===== config.mk =====
export PLATFORM = sky130hd
export DESIGN_NAME = tlb_array_flat
export DESIGN_NICKNAME = d
export VERILOG_FILES = /design/src/rtl/tlb_array_if.sv /design/src/rtl/tlb_array.sv /design/src/flat_wrapper.sv
export SDC_FILE = /design/constraint.sdc
export NUM_CORES = 2
export LEC_CHECK = 0
export BUFFER_PORTS_ARGS = -buffer_cell sky130_fd_sc_hd__buf_2
export CAP_MARGIN = 15
export CORE_MARGIN = 4
export CORE_UTILIZATION = 46
export DETAILED_ROUTE_END_ITERATION = 12
export PLACE_DENSITY_LB_ADDON = 0.15
export SYNTH_ARGS = -nofsm -noshare
export SYNTH_HDL_FRONTEND = slang
export SYNTH_SLANG_ARGS = --single-unit

===== constraint.sdc =====
create_clock -name aclk -period 5.3 [get_ports aclk]
set_clock_uncertainty 0.2 [all_clocks]
set_input_delay 0.795 -clock aclk [delete_from_list [all_inputs] [get_ports aclk]]
set_output_delay 0.795 -clock aclk [all_outputs]
set_load 0.005 [all_outputs]

===== src/rtl/tlb_array_if.sv =====
// Lookup, write/read and invalidate signal bundle for tlb_array.
// slave = the TLB array, master = the requesting pipeline.
interface tlb_array_if #(
  parameter int TLBNUM = 16
);
  localparam int IDXW = $clog2(TLBNUM);

  logic            s_valid;
  logic [19:0]     s_vpn;
  logic [9:0]      s_asid;
  logic            s_rvalid;
  logic            s_found;
  logic [IDXW-1:0] s_index;
  logic [5:0]      s_ps;
  logic [25:0]     s_pi;

  logic            w_en;
  logic            w_fill;
  logic [IDXW-1:0] w_index;
  logic [88:0]     w_entry;
  logic            w_ready;

  logic [IDXW-1:0] r_index;
  logic [88:0]     r_entry;

  logic            inv_valid;
  logic [2:0]      inv_op;
  logic [9:0]      inv_asid;
  logic [19:0]     inv_vpn;
  logic            inv_busy;
  logic            inv_done;
  logic            inv_err;

  modport master (
    output s_valid, s_vpn, s_asid, w_en, w_fill, w_index, w_entry, r_index,
           inv_valid, inv_op, inv_asid, inv_vpn,
    input  s_rvalid, s_found, s_index, s_ps, s_pi, w_ready, r_entry,
           inv_busy, inv_done, inv_err
  );

  modport slave (
    input  s_valid, s_vpn, s_asid, w_en, w_fill, w_index, w_entry, r_index,
           inv_valid, inv_op, inv_asid, inv_vpn,
    output s_rvalid, s_found, s_index, s_ps, s_pi, w_ready, r_entry,
           inv_busy, inv_done, inv_err
  );
endinterface


===== src/rtl/tlb_array.sv =====
// Fully associative TLB array: 1-cycle registered lookup, tlbwr/tlbfill writes,
// registered tlbrd port and a one-entry-per-cycle invtlb walk.
//
// state | meaning
// IDLE  | lookups, writes and invtlb requests accepted
// WALK  | invalidation walk, one entry per cycle; writes ignored
module tlb_array #(
  parameter int TLBNUM    = 16,
  parameter int FILL_LFSR = 0
) (
  input logic        aclk,
  input logic        reset,
  tlb_array_if.slave tlb
);
  localparam int IDXW = $clog2(TLBNUM);
  localparam logic [IDXW-1:0] LAST_IDX = IDXW'(TLBNUM - 1);
  localparam logic [IDXW-1:0] PRE_LAST_IDX = IDXW'(TLBNUM - 2);

  // entry fields: E 88 | ASID 87:78 | G 77 | PS 76:71 | VPPN 70:52 | PI0 51:26 | PI1 25:0
  typedef enum logic {IDLE, WALK} state_e;

  function automatic logic va_match(input logic [88:0] ent, input logic [18:0] vpn_hi);
    if (ent[76:71] == 6'd21) return ent[70:61] == vpn_hi[18:9];
    return ent[70:52] == vpn_hi;
  endfunction

  function automatic logic asid_eq(input logic [88:0] ent, input logic [9:0] asid);
    return ent[87:78] == asid;
  endfunction

  logic [88:0]     entries_q [TLBNUM];
  state_e          state_q;
  logic [IDXW-1:0] walk_idx_q;
  logic [2:0]      inv_op_q;
  logic [9:0]      inv_asid_q;
  logic [18:0]     inv_vpn_q;
  logic            inv_busy_q, inv_done_q, inv_err_q;

  logic            s_rvalid_q, s_found_q;
  logic [IDXW-1:0] s_index_q;
  logic [5:0]      s_ps_q;
  logic [25:0]     s_pi_q;
  logic [88:0]     r_entry_q;

  logic            s_found_d;
  logic [IDXW-1:0] s_index_d;
  logic [5:0]      s_ps_d;
  logic [25:0]     s_pi_d;
  logic [88:0]     hit_ent;
  logic            odd_sel;

  // Descending scan so the lowest matching index wins.
  always_comb begin
    s_found_d = 1'b0;
    s_index_d = '0;
    hit_ent   = '0;
    for (int i = TLBNUM - 1; i >= 0; i--) begin
      if (entries_q[i][88] && (entries_q[i][77] || asid_eq(entries_q[i], tlb.s_asid)) &&
          va_match(entries_q[i], tlb.s_vpn[19:1])) begin
        s_found_d = 1'b1;
        s_index_d = IDXW'(i);
        hit_ent   = entries_q[i];
      end
    end
    odd_sel = (hit_ent[76:71] == 6'd21) ? tlb.s_vpn[9] : tlb.s_vpn[0];
    s_ps_d  = hit_ent[76:71];
    s_pi_d  = odd_sel ? hit_ent[25:0] : hit_ent[51:26];
  end

  logic [88:0] walk_ent;
  logic        walk_g, walk_asid, walk_va, inv_clear;

  assign walk_ent  = entries_q[walk_idx_q];
  assign walk_g    = walk_ent[77];
  assign walk_asid = asid_eq(walk_ent, inv_asid_q);
  assign walk_va   = va_match(walk_ent, inv_vpn_q);

  always_comb begin
    inv_clear = 1'b0;
    case (inv_op_q)
      3'd0, 3'd1: inv_clear = 1'b1;
      3'd2:       inv_clear = walk_g;
      3'd3:       inv_clear = ~walk_g;
      3'd4:       inv_clear = ~walk_g & walk_asid;
      3'd5:       inv_clear = ~walk_g & walk_asid & walk_va;
      3'd6:       inv_clear = (walk_g | walk_asid) & walk_va;
      default:    inv_clear = 1'b0;
    endcase
  end

  logic            fill_fire;
  logic [IDXW-1:0] fill_idx;

  assign fill_fire = (state_q == IDLE) & ~tlb.w_en & tlb.w_fill;

  if (FILL_LFSR != 0) begin : g_lfsr
    logic [7:0] lfsr_q;
    always_ff @(posedge aclk) begin
      if (reset) lfsr_q <= 8'h01;
      else if (fill_fire) lfsr_q <= {lfsr_q[6:0], lfsr_q[7] ^ lfsr_q[5] ^ lfsr_q[4] ^ lfsr_q[3]};
    end
    assign fill_idx = lfsr_q[IDXW-1:0];
  end else begin : g_rr
    logic [IDXW-1:0] rr_q;
    always_ff @(posedge aclk) begin
      if (reset) rr_q <= '0;
      else if (fill_fire) rr_q <= rr_q + 1'b1;
    end
    assign fill_idx = rr_q;
  end

  always_ff @(posedge aclk) begin
    if (reset) begin
      for (int i = 0; i < TLBNUM; i++) entries_q[i] <= '0;
      state_q    <= IDLE;
      walk_idx_q <= '0;
      inv_op_q   <= '0;
      inv_asid_q <= '0;
      inv_vpn_q  <= '0;
      inv_busy_q <= 1'b0;
      inv_done_q <= 1'b0;
      inv_err_q  <= 1'b0;
      s_rvalid_q <= 1'b0;
      s_found_q  <= 1'b0;
      s_index_q  <= '0;
      s_ps_q     <= '0;
      s_pi_q     <= '0;
      r_entry_q  <= '0;
    end else begin
      s_rvalid_q <= tlb.s_valid;
      s_found_q  <= tlb.s_valid & s_found_d;
      s_index_q  <= (tlb.s_valid & s_found_d) ? s_index_d : '0;
      s_ps_q     <= (tlb.s_valid & s_found_d) ? s_ps_d : '0;
      s_pi_q     <= (tlb.s_valid & s_found_d) ? s_pi_d : '0;
      r_entry_q  <= entries_q[tlb.r_index];
      inv_done_q <= 1'b0;
      inv_err_q  <= 1'b0;

      case (state_q)
        IDLE: begin
          if (tlb.w_en) entries_q[tlb.w_index] <= tlb.w_entry;
          else if (tlb.w_fill) entries_q[fill_idx] <= tlb.w_entry;
          if (tlb.inv_valid) begin
            if (tlb.inv_op == 3'd7) begin
              inv_err_q <= 1'b1;
            end else begin
              state_q    <= WALK;
              inv_busy_q <= 1'b1;
              walk_idx_q <= '0;
              inv_op_q   <= tlb.inv_op;
              inv_asid_q <= tlb.inv_asid;
              inv_vpn_q  <= tlb.inv_vpn[19:1];
            end
          end
        end
        WALK: begin
          if (inv_clear) entries_q[walk_idx_q][88] <= 1'b0;
          if (walk_idx_q == LAST_IDX) begin
            state_q    <= IDLE;
            inv_busy_q <= 1'b0;
          end else begin
            walk_idx_q <= walk_idx_q + 1'b1;
            // done is registered, so raise it as the walk steps onto the last entry
            if (walk_idx_q == PRE_LAST_IDX) inv_done_q <= 1'b1;
          end
        end
        default: state_q <= IDLE;
      endcase
    end
  end

  assign tlb.s_rvalid = s_rvalid_q;
  assign tlb.s_found  = s_found_q;
  assign tlb.s_index  = s_index_q;
  assign tlb.s_ps     = s_ps_q;
  assign tlb.s_pi     = s_pi_q;
  assign tlb.w_ready  = ~inv_busy_q;
  assign tlb.r_entry  = r_entry_q;
  assign tlb.inv_busy = inv_busy_q;
  assign tlb.inv_done = inv_done_q;
  assign tlb.inv_err  = inv_err_q;
endmodule

===== src/flat_wrapper.sv =====
// flat-port wrapper written by rule: the top's interface ports become plain ports
module tlb_array_flat 
#(
  parameter int TLBNUM    = 16,
  parameter int FILL_LFSR = 0
)
  (aclk, reset, tlb_s_valid, tlb_s_vpn, tlb_s_asid, tlb_w_en, tlb_w_fill, tlb_w_index, tlb_w_entry, tlb_r_index, tlb_inv_valid, tlb_inv_op, tlb_inv_asid, tlb_inv_vpn, tlb_s_rvalid, tlb_s_found, tlb_s_index, tlb_s_ps, tlb_s_pi, tlb_w_ready, tlb_r_entry, tlb_inv_busy, tlb_inv_done, tlb_inv_err);
  tlb_array_if #(.TLBNUM(TLBNUM)) tlb_i ();
  input logic aclk;
  input logic reset;
  input wire logic [$bits(tlb_i.s_valid)-1:0] tlb_s_valid;
  input wire logic [$bits(tlb_i.s_vpn)-1:0] tlb_s_vpn;
  input wire logic [$bits(tlb_i.s_asid)-1:0] tlb_s_asid;
  input wire logic [$bits(tlb_i.w_en)-1:0] tlb_w_en;
  input wire logic [$bits(tlb_i.w_fill)-1:0] tlb_w_fill;
  input wire logic [$bits(tlb_i.w_index)-1:0] tlb_w_index;
  input wire logic [$bits(tlb_i.w_entry)-1:0] tlb_w_entry;
  input wire logic [$bits(tlb_i.r_index)-1:0] tlb_r_index;
  input wire logic [$bits(tlb_i.inv_valid)-1:0] tlb_inv_valid;
  input wire logic [$bits(tlb_i.inv_op)-1:0] tlb_inv_op;
  input wire logic [$bits(tlb_i.inv_asid)-1:0] tlb_inv_asid;
  input wire logic [$bits(tlb_i.inv_vpn)-1:0] tlb_inv_vpn;
  output wire logic [$bits(tlb_i.s_rvalid)-1:0] tlb_s_rvalid;
  output wire logic [$bits(tlb_i.s_found)-1:0] tlb_s_found;
  output wire logic [$bits(tlb_i.s_index)-1:0] tlb_s_index;
  output wire logic [$bits(tlb_i.s_ps)-1:0] tlb_s_ps;
  output wire logic [$bits(tlb_i.s_pi)-1:0] tlb_s_pi;
  output wire logic [$bits(tlb_i.w_ready)-1:0] tlb_w_ready;
  output wire logic [$bits(tlb_i.r_entry)-1:0] tlb_r_entry;
  output wire logic [$bits(tlb_i.inv_busy)-1:0] tlb_inv_busy;
  output wire logic [$bits(tlb_i.inv_done)-1:0] tlb_inv_done;
  output wire logic [$bits(tlb_i.inv_err)-1:0] tlb_inv_err;
  assign tlb_i.s_valid = tlb_s_valid;
  assign tlb_i.s_vpn = tlb_s_vpn;
  assign tlb_i.s_asid = tlb_s_asid;
  assign tlb_i.w_en = tlb_w_en;
  assign tlb_i.w_fill = tlb_w_fill;
  assign tlb_i.w_index = tlb_w_index;
  assign tlb_i.w_entry = tlb_w_entry;
  assign tlb_i.r_index = tlb_r_index;
  assign tlb_i.inv_valid = tlb_inv_valid;
  assign tlb_i.inv_op = tlb_inv_op;
  assign tlb_i.inv_asid = tlb_inv_asid;
  assign tlb_i.inv_vpn = tlb_inv_vpn;
  assign tlb_s_rvalid = tlb_i.s_rvalid;
  assign tlb_s_found = tlb_i.s_found;
  assign tlb_s_index = tlb_i.s_index;
  assign tlb_s_ps = tlb_i.s_ps;
  assign tlb_s_pi = tlb_i.s_pi;
  assign tlb_w_ready = tlb_i.w_ready;
  assign tlb_r_entry = tlb_i.r_entry;
  assign tlb_inv_busy = tlb_i.inv_busy;
  assign tlb_inv_done = tlb_i.inv_done;
  assign tlb_inv_err = tlb_i.inv_err;
  tlb_array #(.TLBNUM(TLBNUM), .FILL_LFSR(FILL_LFSR)) u_core (.aclk(aclk), .reset(reset), .tlb(tlb_i));
endmodule

==> results.txt <==
- The flow ran to the end, and the final reports show no timing, DRC or antenna violations.
* IR Drop Worst-Case VDD: between 0.2 and 0.3 mV
* Worst min-delay path class: in2reg
- The path with the worst hold slack has its endpoint at u_core.inv_vpn_q[2].
- The cell count after synthesis came out at slightly below 7000.
- Worst r2r path cells: 17
- Final hold analysis gives a worst-case slack of between 0.04 and 0.05 ns.
- Kind of cell adding the most delay to the critical path: compound AO/OA/AOI/OAI gates
- The worst hold path begins at tlb_inv_vpn[3].
- Final TNS setup: 0 ns
* Detailed Routing Iterations Pass 1: 7
* Setup Fix Bufs, Post-CTS: 0
- Nature of the critical path startpoint: flop
- In the post-synthesis netlist, the biggest area contributors are sky130_fd_sc_hd__edfxtp_1 (49%), sky130_fd_sc_hd__mux4_2 (15%), sky130_fd_sc_hd__and2_1 (10%), sky130_fd_sc_hd__dfxtp_1 (4.0%), sky130_fd_sc_hd__xnor2_1 (2.8%).
- The H-tree was split into 4 levels.
* Final global-route overflow total: 0
* Post-place instance area: 94700 sq um
- The worst path meets setup with 0.110 ns of slack.
- Maximum number of pins on one net before global-route repair: 90
- Among all stages on the critical path, the largest delay is contributed by sky130_fd_sc_hd__a32oi_1.
- Most area-hungry cell type in the Yosys netlist: sky130_fd_sc_hd__edfxtp_1
- Power per unit of standard cell area: between 300 and 400 nW/um^2
* Setup CP Type: reg2reg
- For this run, the number of Yosys warnings is 0.
- Reg2reg end: u_core.tlb.s_pi[8]
- RSZ-0062 raised after global routing: false
- On the worst path, the slowest cell contributes a delay of approximately 0.91 ns.
* Minimum clock period: about 5.2 ns
- Data on the critical path arrives at its endpoint at around 5.8 ns.
- The detail route stage leaves a number of antenna-violating nets equal to 0.
- In this run the horizontal extent of the chip is approximately 440 microns.
- Final hold vios: 0
* GRT Resource Usage Total: between 30% and 40%
* Post-synthesis cell type count: just over 80
- Transition time at the pin with the least slew margin: 1.18 ns
* Synth Area per Inst: around 13 sq um
* Effective utilization at floorplan: 46.4%
- Along the worst hold path, the cell count comes to 3.
* Pins Over Slew Limit: 0
- Headroom to the max-slew limit came out at a little over a fifth.
- Detailed Place HPWL: roughly 220000 microns
* Routability cong.: between 0.9 and 1
* Final non-filler cell area: between 100000 and 150000 sq um
- Dividing the detail-routed via count by the number of cells gives 6.47.
- The number of global-route vias before repair is 62900.
* Vias post-DR: 64400
* Vertical die dimension: 444 microns
* Buffer cell driving the clock tree root: sky130_fd_sc_hd__clkbuf_16
- In this run, synthesis produced a sequential element count of 1599.
* FP Rows: between 150 and 200
* Avg WL per Cell: about 35 microns
- Core area: 189000 sq um
* Crit path capture type: flop
- Buffers placed on the I/O ports in this run total about 300.
- Final Cycle Share: 97.9%
- Clock-pin slew on the worst setup and hold paths: around 0.06 ns
- Cells along the critical path: xor2_1 -> nor4_1 -> buf_4 -> a41o_1 -> buf_4 -> and3_1 -> nor2b_4 -> buf_4 -> buf_12 -> a22oi_1 -> o211ai_1 -> o21ai_0 -> a21oi_1 -> o21ai_0 -> a32oi_1 -> nand2_1 -> a21oi_1
* Worst skew pair latency: between 0.8 and 0.9 ns
- Fill count: between 15000 and 20000
* Top flip-flop cell by instance count after synthesis: sky130_fd_sc_hd__edfxtp_1
* NumNets Final: 7447
- Highest fanout seen on the critical path: 36
- Remaining design rule violation count: 0
* TritonCTS clock tree: done
- Number of antenna violations at the first check in global routing: 56
- For this block, the routed nets add up to 348000 microns of wire.
- The floorplan step defined a die boundary enclosing approximately 200000 sq um.
* Commonest non-fill, non-tap cell in the layout: sky130_fd_sc_hd__and2_1
- Area delta synth->final: 15.3%
* Worst R2R Start: u_core.entries_q[15][78]
* Maximum frequency from static timing analysis: 0.193 GHz
- Share of post-route cells with drive strength above 1: between 20% and 30%
- The clock passes through at most 3 buffers.
- Area share of the largest cell type after synthesis: between 40% and 50%
* Post-synthesis async set-or-reset flop share: 0%
- Count of boundary I/O pins: 297
- The number of nets in the synthesized netlist is approximately 7100.
- In this design, the critical path's most frequently occurring cell is sky130_fd_sc_hd__buf_4.
- The cell area that synthesis handed to floorplanning was about 88000 sq um.
* Number of CTS-inserted buffers: between 150 and 200
* Reg-to-reg setup timing slack: roughly 0.11 ns
- Share of synthesized area occupied by flip-flops and latches: between 50% and 60%
- Data on the critical path is required at its endpoint by just under 6 ns.
- Max capacitance violation total: 0
* Top library cells by usage in the layout, fill and taps aside: sky130_fd_sc_hd__and2_1 (1425), sky130_fd_sc_hd__edfxtp_1 (1424), sky130_fd_sc_hd__mux4_2 (593)
* Count of final setup violators: 0
- CTS sink cnt: 1599
* Pre-CTS setup slack: -0.579 ns
- First-pass GRT wire length: a little under 500000 microns
- In this run, the number of DRC markers left after iteration 0 of detailed routing was between 9000 and 10000.
* Standby leakage power: around 0.037 uW
* Number of flops mapped to enable cells by yosys: 1424
* Worst Path Buf+Inv: 4
* Post-layout total power: 30700 uW
## timing repair
item,4_1_cts,5_1_grt
hold buffers,18,0
resized for setup,3,7
hold endpoints to repair,18,0
setup endpoints to repair,14,19
cloned,0,0
## state kept, by name, summed over array words and instances (netlist names), 3 cells and up, named ones only
signal	count
u_core.tlb.s_index	4
u_core.inv_asid_q	10
u_core.inv_vpn_q	19
u_core.tlb.s_ps	6
u_core.tlb.s_pi	26
u_core.fill_idx	4
u_core.tlb.r_entry	89
u_core.walk_idx_q	4
u_core.entries_q	1424
u_core.inv_op_q	3
## Yosys cell counts, types with 5 or more instances
cell type                   number
sky130_fd_sc_hd__mux2i_1         9
sky130_fd_sc_hd__a21oi_1       405
sky130_fd_sc_hd__mux4_2        593
sky130_fd_sc_hd__nand3b_1        8
sky130_fd_sc_hd__nand4bb_1       5
sky130_fd_sc_hd__buf_6           6
sky130_fd_sc_hd__edfxtp_1     1424
sky130_fd_sc_hd__o22ai_1        51
sky130_fd_sc_hd__clkbuf_1      496
sky130_fd_sc_hd__nor4_1         55
sky130_fd_sc_hd__and3_1          9
sky130_fd_sc_hd__a22oi_1        78
sky130_fd_sc_hd__dfxtp_1       175
sky130_fd_sc_hd__o31ai_1         5
sky130_fd_sc_hd__nand2_1       365
sky130_fd_sc_hd__nand2b_1       36
sky130_fd_sc_hd__inv_1         106
sky130_fd_sc_hd__or2_2          27
sky130_fd_sc_hd__a221oi_1        6
sky130_fd_sc_hd__a32oi_1        25
sky130_fd_sc_hd__nor2_1        182
sky130_fd_sc_hd__a41oi_1        13
sky130_fd_sc_hd__o211ai_1      130
sky130_fd_sc_hd__buf_4          23
sky130_fd_sc_hd__xor2_1        222
sky130_fd_sc_hd__nand4_1        56
sky130_fd_sc_hd__a211oi_1        5
sky130_fd_sc_hd__o221ai_1        7
sky130_fd_sc_hd__and2_1       1425
sky130_fd_sc_hd__a221o_1        27
sky130_fd_sc_hd__a41o_1          5
sky130_fd_sc_hd__nor2b_1       100
sky130_fd_sc_hd__o21a_1         13
sky130_fd_sc_hd__nor3_1         56
sky130_fd_sc_hd__nand3_1        60
sky130_fd_sc_hd__nor4bb_1        9
sky130_fd_sc_hd__xnor2_1       277
sky130_fd_sc_hd__a211o_1         5
sky130_fd_sc_hd__or3_1          11
sky130_fd_sc_hd__buf_1          66
sky130_fd_sc_hd__a31oi_1        15
sky130_fd_sc_hd__nor3b_1        10
sky130_fd_sc_hd__buf_2          59
sky130_fd_sc_hd__o21ai_0       215
## worst max-delay path by stage
| stage | from | to | slack (ns) | depth (start not counted) |
|---|---|---|---|---|
| floorplan | flop | u_core.entries_q[10][88] | 0.84 | 14 |
| global placement | tlb_s_vpn[8] | u_core.tlb.s_pi[12] | -0.55 | 16 |
| detailed placement | tlb_s_vpn[8] | u_core.tlb.s_pi[12] | -0.58 | 16 |
| CTS | u_core.entries_q[8][59] | u_core.tlb.s_pi[4] | 0.04 | 18 |
| global route | u_core.entries_q[15][56] | u_core.tlb.s_pi[8] | 0.02 | 18 |
| finish | u_core.entries_q[15][78] | u_core.tlb.s_pi[8] | 0.11 | 17 |
## worst reg2reg max path, cell delays in order, from the launching register on
cell and delay (ns):
sky130_fd_sc_hd__edfxtp_1 0.43, sky130_fd_sc_hd__xor2_1 0.20, sky130_fd_sc_hd__nor4_1 0.32, sky130_fd_sc_hd__buf_4 0.21
sky130_fd_sc_hd__a41o_1 0.34, sky130_fd_sc_hd__buf_4 0.20, sky130_fd_sc_hd__and3_1 0.20, sky130_fd_sc_hd__nor2b_4 0.16
sky130_fd_sc_hd__buf_4 0.43, sky130_fd_sc_hd__buf_12 0.40, sky130_fd_sc_hd__a22oi_1 0.15, sky130_fd_sc_hd__o211ai_1 0.16
sky130_fd_sc_hd__o21ai_0 0.14, sky130_fd_sc_hd__a21oi_1 0.16, sky130_fd_sc_hd__o21ai_0 0.14, sky130_fd_sc_hd__a32oi_1 0.91
sky130_fd_sc_hd__nand2_1 0.17, sky130_fd_sc_hd__a21oi_1 0.20
## metal layers
| layer | up-vias | GRT usage, % | share of wire, % |
|---|---|---|---|
| met5 | - | 0 | 0.039 |
| met4 | 20 | 16.4 | 5.4 |
| met3 | 866 | 8.16 | 11 |
| met2 | 4480 | 52.7 | 45 |
| met1 | 32700 | 47.1 | 38 |
| li1 | 26300 | - | - |
## cells by family after synthesis
| kind of cell | count (synthesis) | synth area share, % |
|---|---|---|
| compound gates | 1045 | 7.36 |
| xor+xnor | 499 | 4.99 |
| fa+ha+maj | 3 | 0.0429 |
| buf+inv | 757 | 3.50 |
| flops | 1599 | 52.8 |
| mux | 607 | 15.5 |
| simple gates | 2430 | 15.8 |
## power breakdown
| group | internal (uW) | switching, uW |
|---|---|---|
| logic | 1330 | 1810 |
| registers | 14300 | 437 |
| clock network | 7390 | 5420 |
| total | 23000 | 7670 |
## final cells by class
| class | count | area [sq um] | share of cell area [%] |
|---|---|---|---|
| Inverter | 106 | 400 | 0.396 |
| Clock buffer | 244 | 5040 | 4.99 |
| Timing Repair Buffer | 810 | 6510 | 6.44 |
| Tap cell | 2495 | 3120 | 3.09 |
| Sequential cell | 1599 | 46300 | 45.8 |
| Clock inverter | 92 | 986 | 0.976 |
| Antenna cell | 27 | 67.6 | 0.0669 |
| Multi-Input combinational cell | 4584 | 38600 | 38.2 |
## metrics by stage
stage / util [%] / std cells
global placement: 50.2 / 9576
CTS: 53.5 / 9930
finish: 53.6 / 9957
detailed placement: 50.2 / 9576
global route: 53.6 / 9944
floorplan: - / 6940
No activity file was read; power rests on OpenSTA's default activity.
